==> src/rtl/fetch_pkg.sv <==
// Shared types and constants for the instruction fetch sequencer.
package fetch_pkg;

  // Fetch FSM states; encoding is visible on the State debug port.
  typedef enum logic [1:0] {
    IDLE   = 2'd0,
    RUN    = 2'd1,
    DRAIN  = 2'd2,
    HALTED = 2'd3
  } state_t;

  // Byte stride between consecutive instruction words.
  localparam logic [31:0] PC_INC = 32'd4;

  // Instruction presented to decode while nothing valid is buffered.
  localparam logic [31:0] NOP_INSTR = 32'h0000_0000;

endpackage

==> src/rtl/fetch_fifo.sv <==
// Two-entry FIFO holding fetched {instruction, pc} pairs for decode.
// Full with simultaneous push and pop keeps occupancy at two; flush empties it.
module fetch_fifo #(
  parameter int WIDTH = 64
) (
  input  logic             Clk,
  input  logic             Reset,
  input  logic             push,
  input  logic             pop,
  input  logic             flush,
  input  logic [WIDTH-1:0] data,
  output logic             full,
  output logic             empty,
  output logic [WIDTH-1:0] head
);

  logic [WIDTH-1:0] mem [2];
  logic             rd_ptr;
  logic             wr_ptr;
  logic [1:0]       count;

  // Pointer and occupancy tracking; flush discards everything buffered.
  always_ff @(posedge Clk or posedge Reset) begin
    if (Reset) begin
      rd_ptr <= 1'b0;
      wr_ptr <= 1'b0;
      count  <= 2'd0;
    end else if (flush) begin
      rd_ptr <= 1'b0;
      wr_ptr <= 1'b0;
      count  <= 2'd0;
    end else begin
      if (push) wr_ptr <= ~wr_ptr;
      if (pop)  rd_ptr <= ~rd_ptr;
      case ({push, pop})
        2'b10:   count <= count + 2'd1;
        2'b01:   count <= count - 2'd1;
        default: count <= count;
      endcase
    end
  end

  // Storage is data only; contents are meaningless while count is zero.
  always_ff @(posedge Clk) begin
    if (push && !flush) mem[wr_ptr] <= data;
  end

  assign full  = (count == 2'd2);
  assign empty = (count == 2'd0);
  assign head  = mem[rd_ptr];

endmodule

==> src/rtl/fetch_sequencer.sv <==
// Instruction fetch sequencer: owns the PC, drives the combinational
// instruction memory, buffers fetched words and hands them to decode.
module fetch_sequencer
  import fetch_pkg::*;
#(
  parameter int                ADDR_W   = 32,
  parameter int                DATA_W   = 32,
  parameter logic [ADDR_W-1:0] RESET_PC = '0
) (
  input  logic              Clk,
  input  logic              Reset,
  input  logic              Start,
  input  logic              Halt,
  input  logic              Redirect_Valid,
  input  logic [ADDR_W-1:0] Redirect_Target,
  output logic [ADDR_W-1:0] IM_Address,
  input  logic [DATA_W-1:0] IM_Instruction,
  output logic              Out_Valid,
  input  logic              Out_Ready,
  output logic [DATA_W-1:0] Out_Instruction,
  output logic [ADDR_W-1:0] Out_PC,
  output logic [ADDR_W-1:0] Out_PCPlus4,
  output logic              Misaligned,
  output logic [1:0]        State,
  output logic [31:0]       Fetch_Count
);

  localparam int ENTRY_W = DATA_W + ADDR_W;

  state_t              state;
  state_t              state_next;
  logic [ADDR_W-1:0]   pc;
  logic [ADDR_W-1:0]   pc_next;
  logic                push;
  logic                pop;
  logic                fifo_full;
  logic                fifo_empty;
  logic [ENTRY_W-1:0]  head;

  fetch_fifo #(
    .WIDTH (ENTRY_W)
  ) u_fifo (
    .Clk   (Clk),
    .Reset (Reset),
    .push  (push),
    .pop   (pop),
    .flush (Redirect_Valid),
    .data  ({IM_Instruction, pc}),
    .full  (fifo_full),
    .empty (fifo_empty),
    .head  (head)
  );

  // Handshake, fetch decision, next PC and next state; a redirect overrides all.
  always_comb begin
    pop        = !fifo_empty && Out_Ready && !Redirect_Valid;
    push       = (state == RUN) && !Redirect_Valid && (!fifo_full || pop);
    state_next = state;
    pc_next    = pc;
    if (Redirect_Valid) begin
      pc_next = {Redirect_Target[ADDR_W-1:2], 2'b00};
      // A flushed buffer is empty, so draining is already complete.
      if (state == DRAIN) state_next = HALTED;
    end else begin
      if (push) pc_next = pc + ADDR_W'(PC_INC);
      case (state)
        IDLE, HALTED: if (Start && !Halt) state_next = RUN;
        RUN:          if (Halt) state_next = DRAIN;
        DRAIN:        if (fifo_empty) state_next = HALTED;
        default:      state_next = IDLE;
      endcase
    end
  end

  // State register.
  always_ff @(posedge Clk or posedge Reset) begin
    if (Reset) state <= IDLE;
    else       state <= state_next;
  end

  // Program counter.
  always_ff @(posedge Clk or posedge Reset) begin
    if (Reset) pc <= RESET_PC;
    else       pc <= pc_next;
  end

  // One-cycle flag for a redirect target that was not word aligned.
  always_ff @(posedge Clk or posedge Reset) begin
    if (Reset) Misaligned <= 1'b0;
    else       Misaligned <= Redirect_Valid && (Redirect_Target[1:0] != 2'b00);
  end

  // Count of completed decode handshakes; wraps naturally.
  always_ff @(posedge Clk or posedge Reset) begin
    if (Reset)    Fetch_Count <= 32'd0;
    else if (pop) Fetch_Count <= Fetch_Count + 32'd1;
  end

  assign IM_Address      = pc;
  assign Out_Valid       = !fifo_empty;
  assign Out_PC          = head[ADDR_W-1:0];
  assign Out_Instruction = fifo_empty ? DATA_W'(NOP_INSTR) : head[ENTRY_W-1:ADDR_W];
  assign Out_PCPlus4     = Out_PC + ADDR_W'(PC_INC);
  assign State           = state;

endmodule

==> config.mk <==
export PLATFORM = sky130hd
export DESIGN_NAME = fetch_sequencer
export DESIGN_NICKNAME = d
export VERILOG_FILES = /design/src/rtl/fetch_pkg.sv /design/src/rtl/fetch_fifo.sv /design/src/rtl/fetch_sequencer.sv
export SDC_FILE = /design/constraint.sdc
export NUM_CORES = 1
export LEC_CHECK = 0
export CORE_MARGIN = 3
export CORE_UTILIZATION = 49
export DETAILED_ROUTE_END_ITERATION = 10
export GPL_TIMING_DRIVEN = 1
export PLACE_DENSITY = 0.86
export SLEW_MARGIN = 15
export SYNTH_ARGS = -nofsm -noshare
export SYNTH_HDL_FRONTEND = slang
export SYNTH_SLANG_ARGS = --single-unit
==> constraint.sdc <==
create_clock -name Clk -period 8.6 [get_ports Clk]
set_input_delay 2.15 -clock Clk [delete_from_list [all_inputs] [get_ports Clk]]
set_output_delay 2.15 -clock Clk [all_outputs]
set_load 0.005 [all_outputs]
==> results.json <==
{
  "run_status": "finished, final reports clean",
  "grtUsageTotal_pct": 22.3,
  "grt_overflow_total": 0,
  "synth_area_leaders": "edfxtp_1, dfrtp_1, mux2i_1",
  "setup_viol": 0,
  "cts_resized": 0,
  "final_common_cell": "clkdlybuf4s50_1",
  "vias": 6436,
  "period_share_pct": 73.7,
  "drtPass1Iterations": 5,
  "cp-end-kind": "output port",
  "worstPathArrival_ps": 4180,
  "ant_nets": 0,
  "dp_slack_ps": 2740,
  "path_clk_slew_ps": 70,
  "worst_pin_slew_ps": 886,
  "place_congestion": 0.806,
  "p_leak_uw": 0.00432,
  "synth_compound_area_share_pct": 3.82,
  "yosys_register_bits": 193,
  "syn-cell-area_sq_um": 8850,
  "routedWlPerCell_um": 18.5,
  "num_io_pins": 234,
  "cts_buffers": 17,
  "cp.required_ps": 6450,
  "tritoncts": "built",
  "die-width_um": 140,
  "root_buffer": "clkbuf_16",
  "synth_edf_count": 124,
  "mostFrequentLayoutCells": "clkdlybuf4s50_1, edfxtp_1, dfrtp_1",
  "yosys.area.top_type": "edfxtp_1",
  "cellPowerDensity_nw_per_um2": 233,
  "worstPathMaxFanout": 49,
  "seq_area_frac_synth_pct": 61.6,
  "synth_top_family_by_area": "simple AND/OR/NAND/NOR gates",
  "fin_worst_skew_ps": 10.8,
  "cts_hold_buf": 0,
  "port_buffers": 227,
  "relSlewSlack_pct": 40.9,
  "hold_viol": 0,
  "fillers": 1271,
  "clk_latency_ps": 430,
  "cts_buffer_depth": 2,
  "start_util_pct": 50.6,
  "synth_flop_cell": "edfxtp_1",
  "wl_mm": 21.7,
  "ys_warn_count": 0,
  "cts_max_level": 4,
  "grt_pass1_vias": 6445,
  "final.setup.tns_ps": 0,
  "async_reset_ff_share_pct": 35.8,
  "fmax_mhz": 158,
  "yosys.area_share.simple_pct": 14.5,
  "die_area_sq_um": 19700,
  "rows": 48,
  "synth_xor_area_share_pct": 8.31,
  "ir_worst_vdd_mv": 0.132,
  "period_needed_ps": 6330,
  "syn_inst": 713,
  "drt-initial-drc-count": 403,
  "antenna_found_initial": 4,
  "hpwl_mm": 15.5,
  "layout.nets": 1015,
  "die_h_um": 140,
  "rsz0062_at_grt": "no",
  "final_cells": 1177,
  "hold_ws_ps": 476,
  "syn_area_per_cell_sq_um": 12.4,
  "fin_util_pct": 68.3,
  "maxCapViolations": 0,
  "core_area_sq_um": 17500,
  "critPathKind": "reg -> out",
  "antenna_cells": 0,
  "startpoint_type": "flip-flop",
  "cts.sinks": 193,
  "grt_pass1_wl_mm": 34.8,
  "grt_max_degree": 70,
  "synthMuxAreaShare_pct": 8.24,
  "viasPerCell": 5.47,
  "synth_top_cell_area_share_pct": 42.1,
  "drc": 0,
  "final_max_slew_viol_count": 0,
  "drive_above_1_share_pct": 7.46,
  "cts_setup_buffers": 0,
  "synth.distinct_cells": 52,
  "hold_class": "reg -> reg",
  "areaGrowthSynthToFinish_pct": 34.9,
  "fin_ws_ps": 2270,
  "dp.cells": 1145,
  "synth_fa_ha_area_share_pct": 0.848
}
==> worst paths after layout <==
path / from / endpoint / slack, ps / depth (start not counted)
worst max-delay path: u_fifo.rd_ptr$_DFFE_PP0P_ / Out_PCPlus4[30] / 2270 / 10
worst min-delay path: Fetch_Count[31]$_DFFE_PP0P_ / Fetch_Count[31]$_DFFE_PP0P_ / 480 / 1
worst max register to register: State[1]$_DFFE_PP0P_ / u_fifo.mem[1][51]$_DFFE_PP_ / 5710 / 6
worst min register to register: Fetch_Count[31]$_DFFE_PP0P_ / Fetch_Count[31]$_DFFE_PP0P_ / 480 / 1
max in group asynchronous: Reset / u_fifo.rd_ptr$_DFFE_PP0P_ / 5620 / 3
min in group asynchronous: Reset / Misaligned$_DFF_PP0_ / 2320 / 3
==> layer usage <==
layer	track usage [%]	share of wire, %	routed length [um]	up-vias
met4	8.72	3.0	648	8
li1	-	-	-	3027
met3	5.80	5.5	1190	44
met1	28.1	42	9040	3144
met5	0	0.27	59	-
met2	36.8	50	10800	213
==> where the power goes <==
part | internal, uW | switching [uW] | leakage, uW
sequential | 1110 | 100 | 0.00201
combinational | 432 | 340 | 0.00203
clock | 438 | 363 | 0.000288
total | 1980 | 803 | 0.00432
==> cells in the mapped netlist, types with 2 or more instances <==
library cell    n
edfxtp_1      124
dfrtp_1        69
nor2_1         67
nand2_1        51
mux2i_1        47
xnor2_1        46
xor2_1         38
nand4_1        32
nand3_1        29
o21ai_0        27
mux2_2         23
inv_1          20
clkbuf_1       14
nor3_1         14
nor4_1         10
and3_1          9
buf_2           8
buf_4           7
a21oi_1         6
ha_1            6
nor2b_1         6
a31oi_1         5
and4_1          5
nand3b_1        5
nand4b_1        5
and2_1          4
nor3b_1         4
a211oi_1        2
a21boi_0        2
a21o_1          2
a32o_1          2
buf_1           2
nand2b_1        2
or3_1           2
==> registers in the layout, summed over array words and instances (netlist names) <==
name,cells
u_fifo.wr_ptr,1
u_fifo.mem,124
Fetch_Count,32
State,2
Misaligned,1
u_fifo.rd_ptr,1
u_fifo.count,2
IM_Address,30
==> through the flow <==
stage / instance area [sq um] / power [uW]
3_3_place_gp: 11300 / 1980
3_5_place_dp: 11300 / 2000
4_1_cts: 11900 / 2800
6_report: 11900 / 2780
5_1_grt: 11900 / 2920
2_1_floorplan: 8870 / 1570
==> kinds of logic (layout without fill, tap and decap cells) <==
logic type,after synthesis,after routing
adders and majority gates,6,6
DFF,193,193
muxes,70,70
and+or+nand+nor,252,252
xor gates and xnor gates,84,84
AOI/OAI and AO/OA,55,55
other,1,6
buffers and inverters,52,286
==> critical path: stages (launching register included) <==
cell             delay (ps)
dfrtp_4                 810
buf_4                   610
mux2i_1                 370
inv_1                   110
ha_1                    290
nand3_1                 110
nor2_1                   60
o211ai_1                540
nor3_1                  160
xnor2_1                 170
clkdlybuf4s50_1         520
==> final cells by class <==
type | count | area, sq um | share of cell area [%]
Sequential cell | 193 | 5450 | 45.7
Inverter | 20 | 75.1 | 0.629
Clock inverter | 15 | 176 | 1.48
Timing Repair Buffer | 234 | 2320 | 19.4
Multi-Input combinational cell | 473 | 3200 | 26.8
Clock buffer | 17 | 425 | 3.56
Tap cell | 225 | 282 | 2.36
No activity file was read; power rests on OpenSTA's default activity.
